==> config.mk <==
export PLATFORM = sky130hd
export DESIGN_NAME = bram_port_arbiter
export DESIGN_NICKNAME = d
export VERILOG_FILES = /design/src/rtl/bram_port_arbiter.sv
export SDC_FILE = /design/constraint.sdc
export NUM_CORES = 1
export LEC_CHECK = 0
export BUFFER_PORTS_ARGS = -buffer_cell sky130_fd_sc_hd__buf_4
export CORE_AREA = 2 2 146 148
export CTS_CLUSTER_SIZE = 28
export DETAILED_ROUTE_END_ITERATION = 8
export DIE_AREA = 0 0 148 150
export PLACE_DENSITY = 0.49
export SLEW_MARGIN = 5
export SYNTH_ARGS = -nofsm -noshare
export SYNTH_HDL_FRONTEND = slang
export SYNTH_SLANG_ARGS = --single-unit
==> constraint.sdc <==
create_clock -name clk_in -period 5.2 [get_ports clk_in]
set_clock_uncertainty 0.15 [all_clocks]
set_input_delay 0 -clock clk_in [delete_from_list [all_inputs] [get_ports clk_in]]
set_output_delay 0 -clock clk_in [all_outputs]
set_load 0.02 [all_outputs]
==> src/rtl/bram_port_arbiter.sv <==
// Shares one BRAM port between the host link and the inference core.
// Round-robin grants, optional owner lock with watchdog, latency-matched read tags.
//
// owner state | meaning
// OWN_NONE    | no lock held, round-robin between requesters
// OWN_HOST    | host holds the port, core waits
// OWN_CORE    | core holds the port, host waits
module bram_port_arbiter #(
  parameter int ADDR_WIDTH   = 14,
  parameter int DATA_WIDTH   = 64,
  parameter int READ_LATENCY = 2,
  parameter int LOCK_TIMEOUT = 4096
) (
  input  logic                  clk_in,
  input  logic                  rst_in,
  input  logic                  host_req_in,
  input  logic                  host_we_in,
  input  logic                  host_lock_in,
  input  logic [ADDR_WIDTH-1:0] host_addr_in,
  input  logic [DATA_WIDTH-1:0] host_wdata_in,
  output logic                  host_gnt_out,
  output logic                  host_rvalid_out,
  input  logic                  core_req_in,
  input  logic                  core_we_in,
  input  logic                  core_lock_in,
  input  logic [ADDR_WIDTH-1:0] core_addr_in,
  input  logic [DATA_WIDTH-1:0] core_wdata_in,
  output logic                  core_gnt_out,
  output logic                  core_rvalid_out,
  output logic [DATA_WIDTH-1:0] rdata_out,
  output logic                  bram_en_out,
  output logic                  bram_we_out,
  output logic [ADDR_WIDTH-1:0] bram_addr_out,
  output logic [DATA_WIDTH-1:0] bram_wdata_out,
  input  logic [DATA_WIDTH-1:0] bram_rdata_in,
  output logic                  lock_error_out
);

  localparam int CNT_W = $clog2(LOCK_TIMEOUT + 1);
  localparam logic ID_HOST = 1'b0;
  localparam logic ID_CORE = 1'b1;

  typedef enum logic [1:0] {OWN_NONE, OWN_HOST, OWN_CORE} owner_t;

  owner_t                  owner, owner_eff, owner_next;
  logic                    last_gnt;
  logic [CNT_W-1:0]        wait_cnt, wait_next;
  logic                    blocked_host, blocked_core;
  logic [READ_LATENCY-1:0] tag_v, tag_id;
  logic                    gnt_h, gnt_c, waiting, expire;

  always_ff @(posedge clk_in or posedge rst_in) begin
    if (rst_in) begin
      owner        <= OWN_NONE;
      last_gnt     <= ID_CORE;
      wait_cnt     <= '0;
      blocked_host <= 1'b0;
      blocked_core <= 1'b0;
      tag_v        <= '0;
      tag_id       <= '0;
    end else begin
      owner    <= owner_next;
      wait_cnt <= wait_next;
      if (gnt_h || gnt_c)
        last_gnt <= gnt_c;
      if (expire && owner_eff == OWN_HOST)
        blocked_host <= 1'b1;
      else if (!host_lock_in)
        blocked_host <= 1'b0;
      if (expire && owner_eff == OWN_CORE)
        blocked_core <= 1'b1;
      else if (!core_lock_in)
        blocked_core <= 1'b0;
      tag_v[0]  <= (gnt_h && !host_we_in) || (gnt_c && !core_we_in);
      tag_id[0] <= gnt_c;
      for (int i = 1; i < READ_LATENCY; i++) begin
        tag_v[i]  <= tag_v[i-1];
        tag_id[i] <= tag_id[i-1];
      end
    end
  end

  always_comb begin
    owner_eff  = owner;
    owner_next = OWN_NONE;
    gnt_h      = 1'b0;
    gnt_c      = 1'b0;
    wait_next  = '0;

    // Dropping the lock frees the port in the same cycle.
    if ((owner == OWN_HOST && !host_lock_in) || (owner == OWN_CORE && !core_lock_in))
      owner_eff = OWN_NONE;

    waiting = (owner_eff == OWN_HOST && core_req_in) || (owner_eff == OWN_CORE && host_req_in);
    expire  = waiting && (wait_cnt == CNT_W'(LOCK_TIMEOUT - 1));

    if (!rst_in) begin
      case (owner_eff)
        OWN_HOST: gnt_h = host_req_in;
        OWN_CORE: gnt_c = core_req_in;
        default: begin
          if (host_req_in && core_req_in) begin
            gnt_h = (last_gnt == ID_CORE);
            gnt_c = (last_gnt == ID_HOST);
          end else begin
            gnt_h = host_req_in;
            gnt_c = core_req_in;
          end
        end
      endcase
    end

    if (waiting && !expire)
      wait_next = wait_cnt + CNT_W'(1);

    if (expire)
      owner_next = OWN_NONE;
    else if (owner_eff != OWN_NONE)
      owner_next = owner_eff;
    else if (gnt_h && host_lock_in && !blocked_host)
      owner_next = OWN_HOST;
    else if (gnt_c && core_lock_in && !blocked_core)
      owner_next = OWN_CORE;
  end

  assign host_gnt_out    = gnt_h;
  assign core_gnt_out    = gnt_c;
  assign lock_error_out  = expire && !rst_in;
  assign bram_en_out     = gnt_h || gnt_c;
  assign bram_we_out     = gnt_h ? host_we_in : (gnt_c && core_we_in);
  assign bram_addr_out   = gnt_h ? host_addr_in : core_addr_in;
  assign bram_wdata_out  = gnt_h ? host_wdata_in : core_wdata_in;
  assign host_rvalid_out = tag_v[READ_LATENCY-1] && (tag_id[READ_LATENCY-1] == ID_HOST);
  assign core_rvalid_out = tag_v[READ_LATENCY-1] && (tag_id[READ_LATENCY-1] == ID_CORE);
  assign rdata_out       = bram_rdata_in;

endmodule

## After elaboration in Yosys (flattened, before gate mapping)

Index checks and enable logic that the tools add are counted.

| storage, ports and cells | value |
|---|---|
| register bits after elaboration | 22 |
| input bits | 228 |
| output and inout bits | 149 |

| cells by class | value |
|---|---|
| add/subtract/negate cells | 1 |
| eq/ne operators | 7 |
| muxes and demuxes | 19 |
| bitwise operators | 2 |
| reduce and logical (&&, ||, !) cells | 32 |

Operators with widths:

| operator | count |
|---|---|
| $mux W64 | 1 |
| $logic_and A1 B1 Y1 | 19 |
| $mux W14 | 1 |
| $add A13 B1 Y13 const B | 1 |
| $eq A13 B12 Y1 const B | 1 |
| $mux W13 | 1 |
| $mux W2 | 5 |
| $mux W1 | 9 |
| $logic_not A1 Y1 | 8 |
| $eq A2 B1 Y1 const B | 2 |
| $eq A2 B2 Y1 const B | 2 |
| $logic_or A1 B1 Y1 | 4 |
| $ne A2 B1 Y1 const B | 2 |
| $pmux W1 S2 | 2 |
| $not A1 Y1 | 2 |
| $reduce_bool A2 Y1 | 1 |

## Logic depth before layout (Yosys ltp)

Gate-level depths: netlist of run 1.

| depth | value |
|---|---|
| depth after elaboration | 13 |
| depth in mapped cells | 9 |
| depth with buffers taken out | 7 |

## Worst setup path before layout of run 1

OpenSTA, ideal clock, no wires.

| path | value |
|---|---|
| kind | reg2out |
| from | reg owner[1] |
| to | out bram_we_out |
| data arrival time | 2.025 ns |
| setup slack | 3.025 ns |
| cell stages (with the launch flop) | 9 |
| path buffers | 2 |
| path through | dfrtp_1 > o21ai_0 > inv_1 > ha_1 > nand3b_1 > o211ai_1 > buf_4 > buf_4 > mux2i_1 |

| between the ends | value |
|---|---|
| cells in the longest elaborated chain, start to end | 9 |
| elaborated cells between the ends (all ways) | 14 |
| those cells by class | eq/ne (4); mux (6); reduce/logical (4) |

Ends and longest elaborated chain:

| item | RTL line | RTL |
|---|---|---|
| start: declaration | 45 | `owner_t owner, owner_eff, owner_next;` |
| start signal: assignment | 62 | `owner <= owner_next;` |
| $eq A2 B1 Y1 or $eq A2 B2 Y1 (tied branches) | 91 | `if ((owner == OWN_HOST && !host_lock_in) \|\| (owner == OWN_CORE && !core_lock_in))` |
| $logic_and A1 B1 Y1 | 91 |  |
| $logic_or A1 B1 Y1 | 91 |  |
| $mux W2 (*) | 91 |  |
| $eq A2 B2 Y1 or $eq A2 B1 Y1 (tied branches) | 98 | `case (owner_eff)` |
| $pmux W1 S2 | 98 |  |
| $mux W1 | 97 | `if (!rst_in) begin` |
| $logic_and A1 B1 Y1 | 130 | `assign bram_we_out = gnt_h ? host_we_in : (gnt_c && core_we_in);` |
| $mux W1 (*) | 130 |  |
| end: declaration | 32 | `output logic bram_we_out,` |

Every way passes the cells marked *; elsewhere a longest branch is shown, timed or not.

## Worst setup path in the final report of run 1

| path | value |
|---|---|
| from | in host_lock_in |
| to | out bram_wdata_out[26] |

| between the ends | value |
|---|---|
| cells in the longest elaborated chain, start to end | 8 |
| elaborated cells between the ends (all ways) | 9 |
| those cells by class | eq/ne (2); mux (4); reduce/logical (3) |

Ends and longest elaborated chain:

| item | RTL line | RTL |
|---|---|---|
| start: declaration | 18 | `input logic host_lock_in,` |
| $logic_not A1 Y1 (*) | 91 |  |
| $logic_and A1 B1 Y1 (*) | 91 |  |
| $logic_or A1 B1 Y1 (*) | 91 |  |
| $mux W2 (*) | 91 |  |
| $eq A2 B2 Y1 or $eq A2 B1 Y1 (tied branches) | 98 |  |
| $pmux W1 S2 (*) | 98 |  |
| $mux W1 (*) | 97 |  |
| $mux W64 (*) | 132 | `assign bram_wdata_out = gnt_h ? host_wdata_in : core_wdata_in;` |
| end: declaration | 34 | `output logic [DATA_WIDTH-1:0] bram_wdata_out,` |

Marked as above.

==> results of run 1 <==
## cells by family (layout without fill, tap and decap cells)
| family | Yosys count | count (layout) | share of synthesized area |
|---|---|---|---|
| simple gates | 42 | 42 | 0.105 |
| buf+inv | 83 | 334 | 0.225 |
| fa+ha+maj | 4 | 4 | 0.0192 |
| other cells | 0 | 2 | 0 |
| compound gates | 30 | 30 | 0.0875 |
| mux | 79 | 79 | 0.341 |
| flops | 22 | 22 | 0.212 |
| xor+xnor | 3 | 3 | 0.0101 |
## worst max-delay path by stage
stage | endpoint | slack (ns) | cells after the start
6_report | bram_wdata_out[26] | 1.93 | 10
5_1_grt | bram_wdata_out[23] | 1.73 | 10
4_1_cts | bram_wdata_out[23] | 1.92 | 10
3_5_place_dp | bram_wdata_out[23] | 2.26 | 8
3_3_place_gp | bram_wdata_out[26] | 2.28 | 8
2_1_floorplan | bram_we_out | 3.02 | 8
## flip-flops by register name, indices dropped and copies added, names as in the netlist
register and count:
blocked_core 1, blocked_host 1, last_gnt 1, owner 2, tag_id 2, tag_v 2
wait_cnt 13
## layout by cell type (no fill, tap or decap), types with 2 or more instances in the layout
master	instances
a21oi_1	8
nor2b_1	2
diode_2	2
clkbuf_16	3
nand3_1	6
dfrtp_1	21
inv_1	9
and2_1	2
nand4_1	5
o21ai_0	6
dlygate4sd3_1	70
nor2_1	5
or3_1	3
or2_2	2
o31ai_1	4
xor2_1	2
mux2_2	46
ha_1	4
buf_4	250
a22o_1	3
nand2_1	4
or4_1	4
and3b_1	2
mux2_1	32
## worst max-delay path: stages
cell and delay (ns):
dlygate4sd3_1 0.53, buf_4 0.15, o21ai_0 0.35, inv_1 0.09
ha_1 0.38, nand3b_1 0.12, o211ai_1 0.12, buf_4 0.67
mux2_1 0.45, buf_4 0.19
## metrics by stage
step | total power [mW] | utilization | area [um^2] | hold slack (ns) | setup WS (ns)
after floorplan | 0.438 | - | 2600 | -0.156 | 3.02
after global placement | 0.578 | 0.207 | 4280 | -0.150 | 2.28
after detailed placement | 0.576 | 0.207 | 4280 | -0.150 | 2.26
after CTS | 0.881 | 0.246 | 5080 | 0.00502 | 1.92
after global routing | 0.912 | 0.246 | 5080 | 0.00699 | 1.73
final | 0.869 | 0.246 | 5090 | 0.00725 | 1.93
## report_power, final
part	switching [mW]	total (mW)	internal [mW]
logic	0.230	0.474	0.244
clock network	0.0617	0.215	0.153
registers	0.00265	0.180	0.178
total	0.295	0.869	0.574
## routing by layer
layer	vias up	share of wire	track usage	wire, um
li1	1387	-	-	-
met1	1348	0.40	0.150	6000
met2	184	0.48	0.191	7150
met3	6	0.12	0.0500	1830
met4	2	0.0021	0.00857	31
met5	-	0.00087	0	13
## layout make-up
cell class / count / area [um^2]
Antenna cell: 2 / 5.00
Inverter: 10 / 37.5
Fill cell: 2218 / 15600
Tap cell: 275 / 344
Sequential cell: 22 / 552
Timing Repair Buffer: 320 / 2580
Clock inverter: 1 / 30.0
Clock buffer: 3 / 75.1
Multi-Input combinational cell: 158 / 1470
## timing repair
action	CTS	global route
gates resized for setup	0	0
hold endpoints to repair	91	0
hold buffers	70	0
endpoints found under the setup margin	0	0
==> reports/results.ini, run 1 <==
[power_and_ir_drop]
cellPowerDensity_mw_per_mm2 = 171
leakage_nw = 2.38
ir_drop_mv = 0.190

[min_path]
whs_path_depth = 3
hp-start = host_req_in
hold_class = in2reg
hold_path_end = wait_cnt[10]

[global_routing]
grt_usage = 0.117
first_global_vias = 2820
grt_antenna_before_repair = 5
grt_max_degree = 66
overflow = 0
grt_pass1_wl_um = 18900

[critical_path]
start_kind = input pin
cp.required_ns = 5.05
worstSetupPathType = in2out
reg2reg_slack_ns = 2.10
cp.arrival_ns = 3.12
crit_path_start = host_lock_in
reg2regPathDepth = 8
r2r_start = owner[1]
crit-reg2reg-capture = tag_v[0]
cp-end-kind = primary output
cp_max_fo = 65

[floorplanning]
die_w_um = 148
io_pins = 377
die_area_mm2 = 0.0222
dieHeight_um = 150
rows = 53
core_mm2 = 0.0207
floorplan.initialDensity = 0.126

[yosys]
synthFlopType = dfrtp_1
synth-async-reset-ratio = 1.00
yosys.area.top_type = buf_4
yosysWarnings = 0
synth_area_leaders = buf_4 21%, dfrtp_1 20%, mux2_2 20%
synth_edf_count = 0
netlist_area_mm2 = 0.00260
syn_inst = 263
ys_types = 41
seq_area_frac_synth = 0.212
syn-num-nets = 495
synthTopCellsByCount = 73 x buf_4, 46 x mux2_2, 32 x mux2_1
yosysMostFrequentCell = buf_4
synth_seq_cells = 22
yosysTopAreaCellShare = 0.211
postSynthAreaPerCell_um2 = 9.90

[sta]
fmax_ghz = 0.306
fin_setup_tns_ns = 0
hold_viol_final = 0
fin_crit_sh = 0.628
rsz0062_at_grt = no
slew_headroom = 0.417
setup_viol = 0
slew_viol_final = 0
period_needed_ns = 3.27
worst_slew_pin_slew_ns = 0.873

[finish]
nets = 747
syn2layout_area_growth_pct = 95.4
drive_above_1_share = 0.603
fin_cells = 791

[clock_network]
cts_root_buffer = clkbuf_16
cts.htree.levels = 1
clkLatencyLatePin_ns = 0.26
cts_sinks = 22
numCtsBuffers = 3
cts_buffer_depth = 2
cts_tree = yes
post_cts.repair.setup_buffers = 0
clkSlewWorstSetupHoldPaths_ns = 0.06

[placement]
place_hpwl_um = 12900
port_buffers = 248
routabilityCongestion = 0.744
dp_cells = 715

[detailed_routing]
ant_nets = 0
wl_per_cell_um = 19.0
first_iter_violations = 53
first_pass_iters = 4
drc = 0
wl_um = 15000
vias_per_cell = 3.70
dr_total_vias = 2927

[status]
outcome = complete, no violations

[flow_run]
maxCapViolCount = 0

Power figures use the tool's default switching activity.
==> inputs of run 2 (changes only) <==
--- a/config.mk
+++ b/config.mk
@@ -6,11 +6,11 @@
 export NUM_CORES = 1
 export LEC_CHECK = 0
 export BUFFER_PORTS_ARGS = -buffer_cell sky130_fd_sc_hd__buf_4
-export CORE_AREA = 2 2 146 148
+export CORE_AREA = 2 2 145 147
 export CTS_CLUSTER_SIZE = 28
 export DETAILED_ROUTE_END_ITERATION = 8
-export DIE_AREA = 0 0 148 150
-export PLACE_DENSITY = 0.49
+export DIE_AREA = 0 0 147 149
+export PLACE_DENSITY = 0.5
 export SLEW_MARGIN = 5
 export SYNTH_ARGS = -nofsm -noshare
 export SYNTH_HDL_FRONTEND = slang
==> constraint.sdc (replaced) <==
create_clock -name clk_in -period 2.9 [get_ports clk_in]
set_clock_uncertainty 0.15 [all_clocks]
set_input_delay 0 -clock clk_in [delete_from_list [all_inputs] [get_ports clk_in]]
set_output_delay 0 -clock clk_in [all_outputs]
set_load 0.02 [all_outputs]
==> reports/results.ini, run 2 (synthesis results as in run 1) <==
[critical_path]
reg2reg_slack_ns = 0.26  ; -1.84 ns
critPathMaxStageDelay_ns = 0.57  ; -0.10 ns
cpMaxStageDelayCell = dlygate4sd3_1
worstSetupPathType = in2out
path_common_cell = buf_4
cp-end-kind = primary output
cp.required_ns = 2.75  ; -2.30 ns
start_kind = input pin
crit_chain = dlygate4sd3_1 -> buf_4 -> o21ai_0 -> inv_1 -> ha_4 -> nand3b_1 -> o211ai_1 -> buf_4 -> clkbuf_16 -> buf_16 -> mux2_2 -> buf_4
cp.arrival_ns = 2.63  ; -0.49 ns
reg2regPathDepth = 9  ; +1
cp_max_fo = 30  ; -54%

[floorplanning]
rows = 53  ; unchanged
core_mm2 = 0.0206  ; -0.64%
floorplan.initialDensity = 0.127  ; +0.000812
die_area_mm2 = 0.0219  ; -1.3%
dieHeight_um = 149  ; -0.67%
io_pins = 377  ; unchanged
die_w_um = 147  ; -0.68%

[finish]
layout_commonest_cell = buf_4
drive_above_1_share = 0.618  ; +0.0150
largest_reg_flops = 13  ; unchanged
registers.top_by_ff_count = wait_cnt
nets = 762  ; +2.0%
syn2layout_area_growth_pct = 101
final_cell_mix = 262 x buf_4, 69 x dlygate4sd3_1, 46 x mux2_2, 32 x mux2_1, 21 x dfrtp_1
fin_util = 0.255  ; +0.00871
antenna_cells = 0  ; -2
nFillCells = 2208  ; -0.45%

[clock_network]
clkLatencyLatePin_ns = 0.25  ; about the same
cts.htree.levels = 1  ; unchanged
cts_tree = yes
numCtsBuffers = 3  ; unchanged
cts_sinks = 22  ; unchanged
clkSlewWorstSetupHoldPaths_ns = 0.06  ; about the same
cts_buffer_depth = 2  ; unchanged
cts_root_buffer = clkbuf_16

[power_and_ir_drop]
cellPowerDensity_mw_per_mm2 = 291  ; +70%
ir_drop_mv = 0.196  ; +2.9%
power_frac_seq = 0.212  ; +0.004
clockPowerShare = 0.209  ; -0.038
power_frac_comb = 0.579  ; +0.033
leakage_nw = 2.46  ; +3.5%
p_sw_mw = 0.527  ; +79%
sw_frac_of_total = 0.346  ; +0.00716
power_mw = 1.52  ; +75%
intPower_mw = 0.994  ; +73%

[detailed_routing]
drc = 0  ; unchanged
first_pass_iters = 4  ; unchanged
dr_total_vias = 2955  ; +0.96%
wl_um = 14400  ; -4.4%
first_iter_violations = 81  ; +53%
wl_per_cell_um = 17.9  ; -6.0%
vias_per_cell = 3.68  ; -0.68%
ant_nets = 0  ; unchanged

[sta]
fin_crit_sh = 0.957
slew_viol_final = 0  ; unchanged
worst_slew_pin_slew_ns = 0.609  ; -0.264 ns
fin_setup_tns_ns = 0  ; unchanged
rsz0062_at_grt = no
hold_viol_final = 1  ; +1
setup_viol = 0  ; unchanged
fin_hold_ws_ns = -0.000940  ; -0.00819 ns
period_needed_ns = 2.78
fmax_ghz = 0.360
slew_headroom = 0.593  ; +0.175

[placement]
routabilityCongestion = 0.748  ; +0.52%
place_hpwl_um = 11600  ; -9.6%
port_buffers = 248  ; unchanged

[status]
failed_checks = negative hold slack
outcome = finished, violations left

[min_path]
whs_path_depth = 3  ; unchanged
hold_class = in2reg

[global_routing]
grt_usage = 0.113  ; -0.00381
grt_max_degree = 31  ; -53%
grt_antenna_before_repair = 1  ; -4
grt_pass1_wl_um = 18600  ; -1.8%
first_global_vias = 2859  ; +1.4%
overflow = 0  ; unchanged

[flow_run]
maxCapViolCount = 0  ; unchanged

==> run 2: cell count changes in the layout (fill, tap and decap cells not counted) <==
cell           change
buf_4             +12
buf_6              +2
diode_2            -2
buf_16             +1
bufinv_16          -1
clkbuf_16          +1
clkbuf_8           +1
dlygate4sd3_1      -1
ha_1               -1
ha_4               +1
==> run 2: repair_timing <==
action                                  4_1_cts  5_1_grt
gates resized for setup                       0        4
endpoints found under the hold margin        90        0
endpoints found under the setup margin        0       53
hold buffers                                 69        0
setup buffers                                 0        4
==> run 2: final cells by class <==
cell class | instances | area [um^2] | area share
Timing Repair Buffer | 335 | 2730 | 0.522
Multi-Input combinational cell | 158 | 1480 | 0.282
Clock buffer | 4 | 88.8 | 0.0170
Sequential cell | 22 | 552 | 0.105
Tap cell | 275 | 344 | 0.0658
Inverter | 10 | 37.5 | 0.00717
==> run 2: worst max-delay path, delay by kind of cell <==
kind	cells	cell delay, ns
multiplexers	1	0.37
AND/OR/NAND/NOR	1	0.11
adder cells (fa/ha/maj)	1	0.30
AO/OA/AOI/OAI	2	0.30
buffers and inverters	7	1.51
==> run 2: path summary, 6_finish.rpt <==
kind	start	endpoint
worst max-delay path	host_lock_in	bram_wdata_out[36]
worst min-delay path	core_req_in	wait_cnt[10]
worst max register to register	owner[0]	tag_v[0]
worst min register to register	tag_id[0]	tag_id[1]
max in group asynchronous	rst_in	last_gnt
min in group asynchronous	rst_in	wait_cnt[12]
==> run 2: power by group through the flow <==
stage	registers (mW)	clock network, mW	logic, mW
final	0.323	0.317	0.881
after global routing	0.324	0.340	0.927
after CTS	0.323	0.328	0.864
after detailed placement	0.329	0	0.717
after global placement	0.328	0	0.719
after floorplan	0.327	0	0.459
==> run 2: through the flow <==
step           setup slack (ns)  cells  cell area [um^2]
2_1_floorplan             0.725    263              2600
3_3_place_gp              0.457    725              4380
3_5_place_dp              0.469    725              4380
4_1_cts                  0.0439    798              5150
5_1_grt                  0.0153    804              5230
6_report                  0.125    804              5230
==> run 2: routing by layer <==
layer	track usage	up-vias	routed length, um
met5	0	-	13
met4	0.0149	2	108
met2	0.191	159	7030
met3	0.0284	8	1130
li1	-	1421	-
met1	0.150	1365	6080
